===== config.mk =====
export PLATFORM = sky130hd
export DESIGN_NAME = complemento2_serial_flat
export DESIGN_NICKNAME = d
export VERILOG_FILES = /design/src/rtl/complemento2_serial_if.sv /design/src/rtl/complemento2_serial.sv /design/src/flat_wrapper.sv
export SDC_FILE = /design/constraint.sdc
export NUM_CORES = 1
export LEC_CHECK = 0
export CORE_ASPECT_RATIO = 0.75
export CORE_MARGIN = 2
export CORE_UTILIZATION = 40
export DETAILED_ROUTE_END_ITERATION = 10
export SYNTH_ARGS = -nofsm -noshare
export SYNTH_HDL_FRONTEND = slang
export SYNTH_SLANG_ARGS = --single-unit

===== constraint.sdc =====
create_clock -name clk -period 2 [get_ports clk]
set_clock_uncertainty 0.15 [all_clocks]
set_input_delay 0.2 -clock clk [delete_from_list [all_inputs] [get_ports clk]]
set_output_delay 0.2 -clock clk [all_outputs]
set_load 0.005 [all_outputs]

===== src/rtl/complemento2_serial_if.sv =====
// Request/result bundle for the bit-serial complement unit.
// The master drives the operand and start; the slave returns the status and result.
interface complemento2_serial_if #(
  parameter int WIDTH = 6
);
  logic             start;
  logic             mode;
  logic [WIDTH-1:0] a;
  logic             busy;
  logic             done;
  logic [WIDTH-1:0] resultado;
  logic             carryOut;
  logic             overflow;

  modport master (
    output start, mode, a,
    input  busy, done, resultado, carryOut, overflow
  );

  modport slave (
    input  start, mode, a,
    output busy, done, resultado, carryOut, overflow
  );
endinterface


===== src/rtl/complemento2_serial.sv =====
// Bit-serial one's/two's complement unit.
// A single full-adder slice walks the captured operand LSB first. Each sum bit
// enters the accumulator from the MSB side, so after WIDTH steps the word is
// aligned. The result, carry and overflow are published together on entry to
// DONE and are held otherwise.
module complemento2_serial #(
  parameter int WIDTH = 6
) (
  input logic                 clk,
  input logic                 reset,
  complemento2_serial_if.slave bus
);

  localparam int CW = (WIDTH > 2) ? $clog2(WIDTH) : 1;

  typedef enum logic [1:0] {
    ST_IDLE  = 2'd0,
    ST_SHIFT = 2'd1,
    ST_DONE  = 2'd2
  } state_t;

  state_t           state_r, state_s;
  logic [WIDTH-1:0] opnd_r, opnd_s;
  logic [WIDTH-1:0] acc_r, acc_s;
  logic [WIDTH-1:0] res_r, res_s;
  logic [CW-1:0]    cnt_r, cnt_s;
  logic             carry_r, carry_s;
  logic             ovf_pend_r, ovf_pend_s;
  logic             busy_r, busy_s;
  logic             done_r, done_s;
  logic             co_r, co_s;
  logic             ovf_r, ovf_s;
  logic             accept_s;
  logic             sum_s;
  logic             carry_nx_s;

  // Most negative two's complement value: its negation wraps back onto itself.
  function automatic logic most_negative(input logic [WIDTH-1:0] v);
    return v[WIDTH-1] & (v[WIDTH-2:0] == {(WIDTH-1){1'b0}});
  endfunction

  // Next-state, datapath and output decode; every register holds unless changed below.
  always_comb begin
    state_s    = state_r;
    opnd_s     = opnd_r;
    acc_s      = acc_r;
    res_s      = res_r;
    cnt_s      = cnt_r;
    carry_s    = carry_r;
    ovf_pend_s = ovf_pend_r;
    busy_s     = busy_r;
    done_s     = done_r;
    co_s       = co_r;
    ovf_s      = ovf_r;
    accept_s   = 1'b0;

    sum_s      = (~opnd_r[0]) ^ carry_r;
    carry_nx_s = (~opnd_r[0]) & carry_r;

    case (state_r)
      ST_IDLE: begin
        if (bus.start) begin
          accept_s = 1'b1;
        end else begin
          busy_s = 1'b0;
          done_s = 1'b0;
        end
      end
      ST_SHIFT: begin
        acc_s   = {sum_s, acc_r[WIDTH-1:1]};
        opnd_s  = {1'b0, opnd_r[WIDTH-1:1]};
        carry_s = carry_nx_s;
        cnt_s   = cnt_r + CW'(1);
        if (cnt_r == CW'(WIDTH - 1)) begin
          state_s = ST_DONE;
          busy_s  = 1'b0;
          done_s  = 1'b1;
          res_s   = {sum_s, acc_r[WIDTH-1:1]};
          co_s    = carry_nx_s;
          ovf_s   = ovf_pend_r;
        end else begin
          busy_s = 1'b1;
          done_s = 1'b0;
        end
      end
      ST_DONE: begin
        if (bus.start) begin
          accept_s = 1'b1;
        end else begin
          state_s = ST_IDLE;
          busy_s  = 1'b0;
          done_s  = 1'b0;
        end
      end
      default: begin
        state_s = ST_IDLE;
        busy_s  = 1'b0;
        done_s  = 1'b0;
      end
    endcase

    // A request accepted in IDLE or DONE restarts the slice from bit 0.
    // Mode seeds the carry, which is how two's complement adds its +1.
    if (accept_s) begin
      state_s    = ST_SHIFT;
      opnd_s     = bus.a;
      acc_s      = {WIDTH{1'b0}};
      carry_s    = bus.mode;
      cnt_s      = {CW{1'b0}};
      ovf_pend_s = bus.mode & most_negative(bus.a);
      busy_s     = 1'b1;
      done_s     = 1'b0;
    end else begin
      accept_s = 1'b0;
    end
  end

  // State, datapath and output registers; reset clears everything at once.
  always_ff @(posedge clk or posedge reset) begin
    if (reset) begin
      state_r    <= ST_IDLE;
      opnd_r     <= {WIDTH{1'b0}};
      acc_r      <= {WIDTH{1'b0}};
      res_r      <= {WIDTH{1'b0}};
      cnt_r      <= {CW{1'b0}};
      carry_r    <= 1'b0;
      ovf_pend_r <= 1'b0;
      busy_r     <= 1'b0;
      done_r     <= 1'b0;
      co_r       <= 1'b0;
      ovf_r      <= 1'b0;
    end else begin
      state_r    <= state_s;
      opnd_r     <= opnd_s;
      acc_r      <= acc_s;
      res_r      <= res_s;
      cnt_r      <= cnt_s;
      carry_r    <= carry_s;
      ovf_pend_r <= ovf_pend_s;
      busy_r     <= busy_s;
      done_r     <= done_s;
      co_r       <= co_s;
      ovf_r      <= ovf_s;
    end
  end

  assign bus.busy      = busy_r;
  assign bus.done      = done_r;
  assign bus.resultado = res_r;
  assign bus.carryOut  = co_r;
  assign bus.overflow  = ovf_r;

endmodule

===== src/flat_wrapper.sv =====
// flat-port wrapper written by rule: the top's interface ports become plain ports
module complemento2_serial_flat 
#(
  parameter int WIDTH = 6
)
  (clk, reset, bus_start, bus_mode, bus_a, bus_busy, bus_done, bus_resultado, bus_carryOut, bus_overflow);
  complemento2_serial_if #(.WIDTH(WIDTH)) bus_i ();
  input logic clk;
  input logic reset;
  input wire logic [$bits(bus_i.start)-1:0] bus_start;
  input wire logic [$bits(bus_i.mode)-1:0] bus_mode;
  input wire logic [$bits(bus_i.a)-1:0] bus_a;
  output wire logic [$bits(bus_i.busy)-1:0] bus_busy;
  output wire logic [$bits(bus_i.done)-1:0] bus_done;
  output wire logic [$bits(bus_i.resultado)-1:0] bus_resultado;
  output wire logic [$bits(bus_i.carryOut)-1:0] bus_carryOut;
  output wire logic [$bits(bus_i.overflow)-1:0] bus_overflow;
  assign bus_i.start = bus_start;
  assign bus_i.mode = bus_mode;
  assign bus_i.a = bus_a;
  assign bus_busy = bus_i.busy;
  assign bus_done = bus_i.done;
  assign bus_resultado = bus_i.resultado;
  assign bus_carryOut = bus_i.carryOut;
  assign bus_overflow = bus_i.overflow;
  complemento2_serial #(.WIDTH(WIDTH)) u_core (.clk(clk), .reset(reset), .bus(bus_i));
endmodule

==> results.md, run 1 <==
- Crit Path Class: reg -> reg
- Nets: 136
- Clock Pin Slew Worst Setup and Hold Paths: 0.09 ns
- Syn_area_per_cell: 11.5 um2
- Total congestion overflow: 0
- RSZ-0062 raised after global routing: no
- Slowest cell on crit path: and2b_1
- Crit start category: flop
- Leading area contributor after synthesis: dfrtp_1
- Fmax: 581 MHz
- Vias in the first global route: 807
- Cell Rows: 16
- Reg2Reg Launch Point: u_core.state_r[1]
- DP Area: 0.00138 mm2
- Clock sink count: 28
- Setup tns final: 0 ns
- Final setup viols: 0
- Initial cell density of the core: 0.431
- Wire per inst: 13.2 um
- Ant. Diodes: 0
- Number of synthesized flops with an enable pin: 0
- Tcrit/Tclk final: 0.861
- Setup WS pre-CTS: 0.289 ns
- Mapped Cells: 101
- Maximum buffer depth of the clock tree: 2
- # IOs: 20
- Slowest stage delay, CP: 0.44 ns
- Max IR drop VDD: 532 uV
- Hold Crit Class: in -> async
- Largest cells by area after synthesis: dfrtp_1 61%, mux2_2 7.8%, nand2_1 6.2%, a22o_1 3.8%, a31oi_1 3.2%
- Fin. Hold Viols: 0
- Die height: 50.6 um
- DRC Markers: 0
- Leakage: 0.661 nW
- Worst hold margin: 0.150 ns
- Gr usage total: 0.143
- Count of input and output buffers: 19
- Slew HR: 0.669
- ANT nets after route: 0
- H-tree depth: 1
- Register bit count reported by yosys: 28
- Vias per cell: 5.06
- Pre-antenna DRT Iters: 4
- Final worst slack: 0.279 ns
- Chip width: 66.1 um
- Status: finished, final reports clean
- Mapped cell area: 0.00116 mm2
- Post-synth cell types: 24
- Main synth FF type: dfrtp_1
- Share of layout cells above drive strength 1: 0.124
- Final HPWL DP: 1470 um
- Buffers and inverters on the worst path: 1
- Most common cell after layout, fill and taps aside: dfrtp_1
- Die area: 0.00334 mm2
- Worst-Margin Slew: 0.496 ns
- Max-Cap Viols: 0
- Pin count of the biggest net entering global routing: 29
- Stages on the worst setup path: 4
- Top-area cell type share of the netlist area: 0.605
- Area Growth Syn to Fin: 23.1%
- Root Buffer: clkbuf_8
- Worst-path cell chain: and2b_1, nand3_4, inv_2, mux2_2
- Period minus WS final: 1.72 ns
- CTS tree: yes
- Reg2reg path depth: 4
- First-pass GRT wire length: 3620 um
- Async SR Flop Fraction: 1.00
- Power per Cell Area: 1400 mW/mm2
- Syn_nets: 114
- Commonest non-fill, non-tap cells in the layout: 28 x dfrtp_1, 19 x nand2_1, 19 x clkdlybuf4s50_1
- RePlAce Congestion: 0.737
- Core ar.: 0.00268 mm2
- # Post-CTS Setup Buffers: 0
- Routed WL: 2070 um
- Final Cell Area: 0.00143 mm2
- CP delay by family, top: simple AND/OR/NAND/NOR gates
- Critical path endpoint category: flop
- Drt initial violations: 31
- CTS Buf Count: 3
- Worst-skew pair later-pin latency: 0.26 ns
- Detailed-route via count: 794
- Cts repair resizes: 0
- Hold-fix buffers at CTS: 0
- Req. time, crit path: 2.00 ns
- Yosys warning count: 0
- Initial antenna violation count: 0
- Seq/Total Area, Yosys: 0.605
- CP max FO: 10
- CP startpoint: u_core.state_r[1]
- Crit path DAT: 1.73 ns
- Final slew viol count: 0
[routing by layer]
layer,GRT usage,part of all wire,vias up
li1,-,-,383
met1,0.196,0.49,394
met2,0.220,0.46,15
met3,0.0493,0.047,2
met4,0.0306,0.0063,0
met5,0,0,-
[worst paths after layout]
kind | to | slack, ns
max | u_core.bus.resultado[3] | 0.28
min | u_core.bus.done | 0.15
max reg2reg | u_core.bus.resultado[3] | 0.28
min reg2reg | u_core.acc_r[1] | 0.36
max in group asynchronous | u_core.state_r[1] | 1.29
min in group clk | u_core.acc_r[1] | 0.36
[cells by family (layout without fill, tap and decap cells)]
group	Yosys count	in the layout	share of synthesized area
muxes	8	8	0.0778
and+or+nand+nor	37	37	0.149
adders and majority gates	3	3	0.0324
AOI/OAI and AO/OA	15	15	0.0908
buffers and inverters	9	29	0.0367
DFF	28	28	0.605
xor gates and xnor gates	1	1	0.00757
[state kept, by name (all words and copies together) (netlist names)]
name	flops
u_core.bus.carryOut	1
u_core.acc_r	5
u_core.carry_r	1
u_core.cnt_r	3
u_core.bus.overflow	1
u_core.ovf_pend_r	1
u_core.bus.busy	1
u_core.state_r	2
u_core.opnd_r	6
u_core.bus.resultado	6
u_core.bus.done	1
[stage by stage]
step / util / total power, mW / instances
after floorplan: - / 1.44 / 101
after global placement: 0.516 / 1.70 / 154
after detailed placement: 0.516 / 1.72 / 154
after CTS: 0.531 / 2.03 / 157
after global routing: 0.531 / 2.17 / 157
final: 0.531 / 1.99 / 157
[cell usage after synthesis, types with 2 or more instances]
library cell / count
dfrtp_1: 28
nand2_1: 19
nor2_1: 9
mux2_2: 8
a31oi_1: 6
a22o_1: 5
inv_1: 4
ha_1: 3
clkbuf_1: 2
nand2b_1: 2
o21ai_0: 2
[worst min-delay path, cell delays in order]
cell,delay [ns]
clkdlybuf4s50_1,0.40
inv_1,0.06
buf_4,0.32
[power breakdown]
group | switching, mW | total (mW) | leakage (nW) | internal (mW)
sequential | 0.140 | 0.934 | 0.354 | 0.794
combinational | 0.366 | 0.768 | 0.286 | 0.402
clock | 0.156 | 0.291 | 0.0216 | 0.135
[final cells by class]
class,instances,area (um2)
fill,252,1260
timing repair buffer,21,205
inverter,5,18.8
sequential,28,701
tap,36,45.0
multi-input combinational,64,414
clock buffer,3,41.3
Power figures use the tool's default switching activity.
==> run 2, diff against run 1 <==
CORE_UTILIZATION = 44   (was 40)
PLACE_DENSITY = 0.68   (was unset)
==> run 2 against run 1 <==
Compared with the run above: via count fell by 4.5%; worst setup slack better by 0.017 ns; critical endpoint unchanged; highest routed layer unchanged; final cell count is 0.64% higher; first-iteration DRC count grew 6.5%; combinational power fell by 2%; maximum frequency is 1.0% higher.
==> results.md, run 2 (same netlist as run 1, synthesis figures left out) <==
- Status: finished, final reports clean
- Setup tns final: 0 ns (unchanged)
- Hold Crit Class: in -> async
- Most common cell after layout, fill and taps aside: dfrtp_1
- Maximum buffer depth of the clock tree: 2 (unchanged)
- Hold-fix buffers at CTS: 0 (unchanged)
- DRC Markers: 0 (unchanged)
- Pin count of the biggest net entering global routing: 29 (unchanged)
- Crit start category: flop
- Reg2Reg Launch Point: u_core.state_r[1]
- Chip width: 63.2 um (-4.4%)
- Slew HR: 0.687 (+0.0177)
- First-pass GRT wire length: 3440 um (-5.0%)
- Final cell count without fillers: 158 (+0.64%)
- # IOs: 20 (unchanged)
- Gr usage total: 0.148 (+0.00480)
- Pre-antenna DRT Iters: 4 (unchanged)
- Detailed-route via count: 758 (-4.5%)
- Vias in the first global route: 767 (-5.0%)
- # Post-CTS Setup Buffers: 0 (unchanged)
- CTS Buf Count: 3 (unchanged)
- Worst-Margin Slew: 0.470 ns (-0.0265 ns)
- Max IR drop VDD: 779 uV (+47%)
- Worst-path cell chain: and2b_1, nand3_4, inv_2, mux2_2
- Core ar.: 0.00256 mm2 (-4.5%)
- CP startpoint: u_core.state_r[1]
- RSZ-0062 raised after global routing: no
- Buffers and inverters on the worst path: 1 (unchanged)
- Final slew viol count: 0 (unchanged)
- Met2 wire length: 857 um (-8.9%)
- Leakage: 0.668 nW (+0.96%)
- Clock Pin Slew Worst Setup and Hold Paths: 0.15 ns (+0.06 ns)
- Crit Path Class: reg -> reg
- Initial cell density of the core: 0.452 (+0.0202)
- Power per Cell Area: 1430 mW/mm2 (+1.9%)
- Tcrit/Tclk final: 0.852 (-0.00850)
- Wire per inst: 12.5 um (-5.3%)
- Fin. Hold Viols: 0 (unchanged)
- Count of input and output buffers: 19 (unchanged)
- Post-Place Cells: 154 (unchanged)
- RePlAce Congestion: 0.781 (+5.9%)
- Req. time, crit path: 2.07 ns (+0.07 ns)
- Die height: 48.4 um (-4.3%)
- Fmax: 587 MHz (+1.0%)
- Pwr Total: 2.05 mW (+2.7%)
- Slowest cell on crit path: and2b_1
- Highest metal used: met4
- Multi-input gate area: 414 um2 (unchanged)
- CTS tree: yes
- Slowest stage delay, CP: 0.42 ns (-0.02 ns)
- Drt initial violations: 33 (+6.5%)
- Total congestion overflow: 0 (unchanged)
- Clock sink count: 28 (unchanged)
- Metal3 WL: 117 um (+21%)
- Ant. Diodes: 0 (unchanged)
- Period minus WS final: 1.70 ns (-0.0170 ns)
- Final HPWL DP: 1430 um (-2.9%)
- Wl on met1: 974 um (-3.9%)
- Worst-skew pair later-pin latency: 0.33 ns (+0.07 ns)
- Root Buffer: clkbuf_4
- Cell Rows: 16 (unchanged)
- Initial antenna violation count: 0 (unchanged)
- Share of layout cells above drive strength 1: 0.131 (+0.00718)
- CP delay by family, top: simple AND/OR/NAND/NOR gates
- Max-Cap Viols: 0 (unchanged)
- Commonest non-fill, non-tap cells in the layout: 28 x dfrtp_1, 19 x nand2_1, 19 x clkdlybuf4s50_1
- Cts repair resizes: 0 (unchanged)
- CP max FO: 10 (unchanged)
- Vias per cell: 4.80 (-5.1%)
- Final setup viols: 0 (unchanged)
- # fillers: 248 (-1.6%)
- H-tree depth: 1 (unchanged)
- Critical path endpoint category: flop
- Routed WL: 1970 um (-4.7%)
- Die area: 0.00306 mm2 (-8.5%)
- Nets: 136 (unchanged)
- Register area: 701 um2 (unchanged)
- Area Growth Syn to Fin: 24.1%
- ANT nets after route: 0 (unchanged)
- Crit path DAT: 1.78 ns (+0.05 ns)
-- run 2: cell types whose count changed in the layout (fill, tap and decap cells not counted) --
cell and change:
clkbuf_4 +3, clkbuf_8 -3, bufinv_16 +1
-- run 2: report_power, final --
group	switching, mW	internal, mW	total, mW	leakage (nW)
Sequential	0.138	0.792	0.930	0.354
Combinational	0.354	0.401	0.755	0.286
Clock	0.160	0.203	0.362	0.0279
Total	0.652	1.40	2.05	0.668
-- run 2: area by class of cell --
cell class | count | area share
inverters | 5 | 0.0131
clock inverters | 1 | 0.0209
well taps | 36 | 0.0314
flip-flops and latches | 28 | 0.488
multi-input cells | 64 | 0.288
repair buffers | 21 | 0.143
clock buffers | 3 | 0.0157
-- run 2: routing by layer --
metal	vias up	global-route usage
met4	0	0.0435
met1	356	0.195
met2	19	0.223
li1	381	-
met3	2	0.0651
met5	-	0
-- run 2: final timing paths --
check,to,slack [ns],depth (start not counted)
setup / recovery,u_core.bus.resultado[3],0.30,4
hold / removal,u_core.bus.carryOut,0.06,3
setup reg to reg,u_core.bus.resultado[3],0.30,4
hold reg to reg,u_core.ovf_pend_r,0.36,2
max in group asynchronous,u_core.state_r[0],1.38,3
min in group clk,u_core.opnd_r[2],0.31,3
-- run 2: per-stage QoR --
step	hold slack (ns)	area [um2]	util	setup WS (ns)
floorplan	0.115	1160	-	0.527
CTS	0.0666	1440	0.561	0.276
detailed placement	0.329	1380	0.540	0.293
global placement	0.330	1380	0.540	0.359
global route	0.0642	1440	0.561	0.187
finish	0.0599	1440	0.561	0.296
-- run 2: worst min-delay path: cells and delay by family --
kind / cells / cell delay [ns]
buf+inv: 3 / 0.76
==> run 3, diff against run 2 <==
CAP_MARGIN = 40   (was unset)
PLACE_DENSITY = 0.71   (was 0.68)
clock period = 1.4 ns   (was 2 ns; I/O delays follow)
==> run 3 against run 2 <==
Compared with the run above: the flow now finishes with violations (setup timing); via count up 13%; design area increased by 14%; die area unchanged; maximum frequency rose by 14%; clock power increased by 42%; sequential power rose by 42%; utilization up 7.9 points; global-route usage increased by 1.3 points; count of clock-buffer cells in the layout unchanged; final cell count rose by 11%.
==> results.md, run 3 (same netlist as run 1, synthesis figures left out) <==
- Status: complete, but fails checks
- Failing checks: setup timing
- Max IR drop VDD: 1560 uV (+100%)
- H-tree depth: 1 (unchanged)
- ANT nets after route: 0 (unchanged)
- Detailed-route via count: 854 (+13%)
- Slowest cell on crit path: dfrtp_1
- WHS Endpoint: u_core.opnd_r[5]
- Critical path endpoint category: flop
- Commonest non-fill, non-tap cells in the layout: 28 x dfrtp_1, 19 x nand2_1, 17 x buf_4
- Crit Path Class: reg -> reg
- Initial cell density of the core: 0.452 (unchanged)
- First-pass GRT wire length: 3840 um (+12%)
- Crit path DAT: 1.57 ns (-0.21 ns)
- Slew HR: 0.808 (+0.121)
- Worst-Margin Slew: 0.287 ns (-0.182 ns)
- Core ar.: 0.00256 mm2 (unchanged)
- Post-Place Cells: 165 (+7.1%)
- Reg2Reg Launch Point: u_core.state_r[1]
- Max-Cap Viols: 0 (unchanged)
- Reg-to-reg endpoint: u_core.bus.resultado[2]
- Psw: 1.08 mW (+65%)
- Final setup viols: 7 (+7)
- Req. time, crit path: 1.47 ns (-0.60 ns)
- Die height: 48.4 um (unchanged)
- Pre-antenna DRT Iters: 4 (unchanged)
- Most common cell after layout, fill and taps aside: dfrtp_1
- Clock sink count: 28 (unchanged)
- R2R Setup Slk: -0.1 ns (-0.40 ns)
- RSZ-0062 raised after global routing: yes
- Hold path start: bus_a[5]
- Fmax: 667 MHz (+14%)
- Die area: 0.00306 mm2 (unchanged)
- CTS tree: yes
- CTS Buf Count: 3 (unchanged)
- Area Growth Syn to Fin: 41.5%
- Initial antenna violation count: 0 (unchanged)
- Drt initial violations: 27 (-18%)
- Slowest stage delay, CP: 0.41 ns (about the same)
- Cell Rows: 16 (unchanged)
- DRC Markers: 0 (unchanged)
- Ant. Diodes: 0 (unchanged)
- Pin count of the biggest net entering global routing: 29 (unchanged)
- Combinational fraction of design power: 0.453 (+0.084)
- Flop pwr share: 0.394 (-0.060)
- Vias per cell: 4.85 (+1.1%)
- Chip width: 63.2 um (unchanged)
- Worst-path cell chain: and2b_2, nand3_4, inv_6, mux2_4
- Root Buffer: clkbuf_4
- Count of input and output buffers: 19 (unchanged)
- Clk network pwr share: 0.153 (-0.024)
- Int Power: 2.28 mW (+64%)
- Wire per inst: 12.7 um (+1.6%)
- Share of layout cells above drive strength 1: 0.279 (+0.147)
- # fillers: 221 (-11%)
- Buffers and inverters on the worst path: 1 (unchanged)
- Final slew viol count: 0 (unchanged)
- # IOs: 20 (unchanged)
- Crit start category: flop
- CP max FO: 6 (-4)
- Routed WL: 2230 um (+13%)
- Fin. Hold Viols: 0 (unchanged)
- Total congestion overflow: 0 (unchanged)
- Setup tns final: -0.424 ns (-0.424 ns)
- Nets: 154 (+13%)
- Gr usage total: 0.160 (+0.0125)
- Vias in the first global route: 878 (+14%)
- Reg2reg path depth: 4 (unchanged)
- Power per Cell Area: 2050 mW/mm2 (+44%)
- Final worst slack: -0.0998 ns (-0.395 ns)
- Period minus WS final: 1.50 ns (-0.205 ns)
- Clock Pin Slew Worst Setup and Hold Paths: 0.15 ns (about the same)
- RePlAce Congestion: 0.768 (-1.7%)
- Hold path depth: 3
- Tcrit/Tclk final: 1.07 (+0.219)
- CP delay by family, top: simple AND/OR/NAND/NOR gates
- Switch share: 0.320 (+0.00200)
- Maximum buffer depth of the clock tree: 2 (unchanged)
- Hold Crit Class: in -> reg
- Leakage: 0.808 nW (+21%)
- Worst-skew pair later-pin latency: 0.32 ns (about the same)
- Final cell count without fillers: 176 (+11%)
==> run 3: layer usage <==
layer	up-vias	share of wire	global-route usage	wire (um)
met5	-	0	0	0
met4	0	0.0076	0.0217	17
met3	4	0.035	0.0488	79
met2	14	0.51	0.275	1130
met1	416	0.45	0.208	1010
li1	420	-	-	-
==> run 3: area by class of cell <==
| class | instances | area, um2 | share of cell area |
|---|---|---|---|
| tap | 36 | 45.0 | 0.0275 |
| clock inverter | 1 | 30.0 | 0.0183 |
| sequential | 28 | 701 | 0.428 |
| clock buffer | 3 | 22.5 | 0.0138 |
| timing repair buffer | 39 | 347 | 0.212 |
| inverter | 5 | 23.8 | 0.0145 |
| multi-input combinational | 64 | 469 | 0.286 |
==> run 3: power groups by stage <==
stage | Sequential [mW] | Combinational (mW) | Clock, mW
finish | 1.32 | 1.52 | 0.514
detailed placement | 1.34 | 1.40 | 0
global route | 1.36 | 1.69 | 0.568
CTS | 1.32 | 1.39 | 0.529
global placement | 1.33 | 1.35 | 0
floorplan | 1.32 | 0.781 | 0
==> run 3: worst reg2reg max path, stage by stage, from the launching register on <==
cell and delay, ns:
dfrtp_1 0.41, and2b_2 0.26, nand3_4 0.15, inv_6 0.12
mux2_4 0.30
==> run 3: worst max path at each step <==
stage / start / end / slack, ns / depth (start not counted)
global route: u_core.state_r[1] / u_core.bus.resultado[2] / -0.13 / 4
global placement: u_core.state_r[1] / u_core.bus.resultado[3] / -0.09 / 4
CTS: u_core.state_r[1] / u_core.bus.resultado[2] / -0.08 / 4
floorplan: u_core.state_r[1] / u_core.bus.resultado[1] / -0.05 / 5
detailed placement: u_core.state_r[1] / u_core.bus.resultado[2] / -0.1 / 4
finish: u_core.state_r[1] / u_core.bus.resultado[2] / -0.1 / 4
==> run 3: per-stage QoR <==
stage	power (mW)	setup slack, ns	instance area (um2)	util	hold slack [ns]
6_report	3.36	-0.0998	1640	0.639	0.229
5_1_grt	3.62	-0.131	1640	0.639	0.237
4_1_cts	3.24	-0.0817	1580	0.615	0.229
3_5_place_dp	2.74	-0.0961	1500	0.584	0.335
3_3_place_gp	2.68	-0.0855	1500	0.584	0.315
2_1_floorplan	2.10	-0.0533	1170	-	0.0554
==> run 3: what timing repair did <==
| action | CTS | global route |
|---|---|---|
| hold endpoints to repair | 28 | 0 |
| resized for setup | 13 | 9 |
| hold buffers | 1 | 0 |
| pin swaps | 1 | 1 |
| cloned | 0 | 0 |
| endpoints found under the setup margin | 24 | 16 |
| buffers inserted | 4 | 3 |
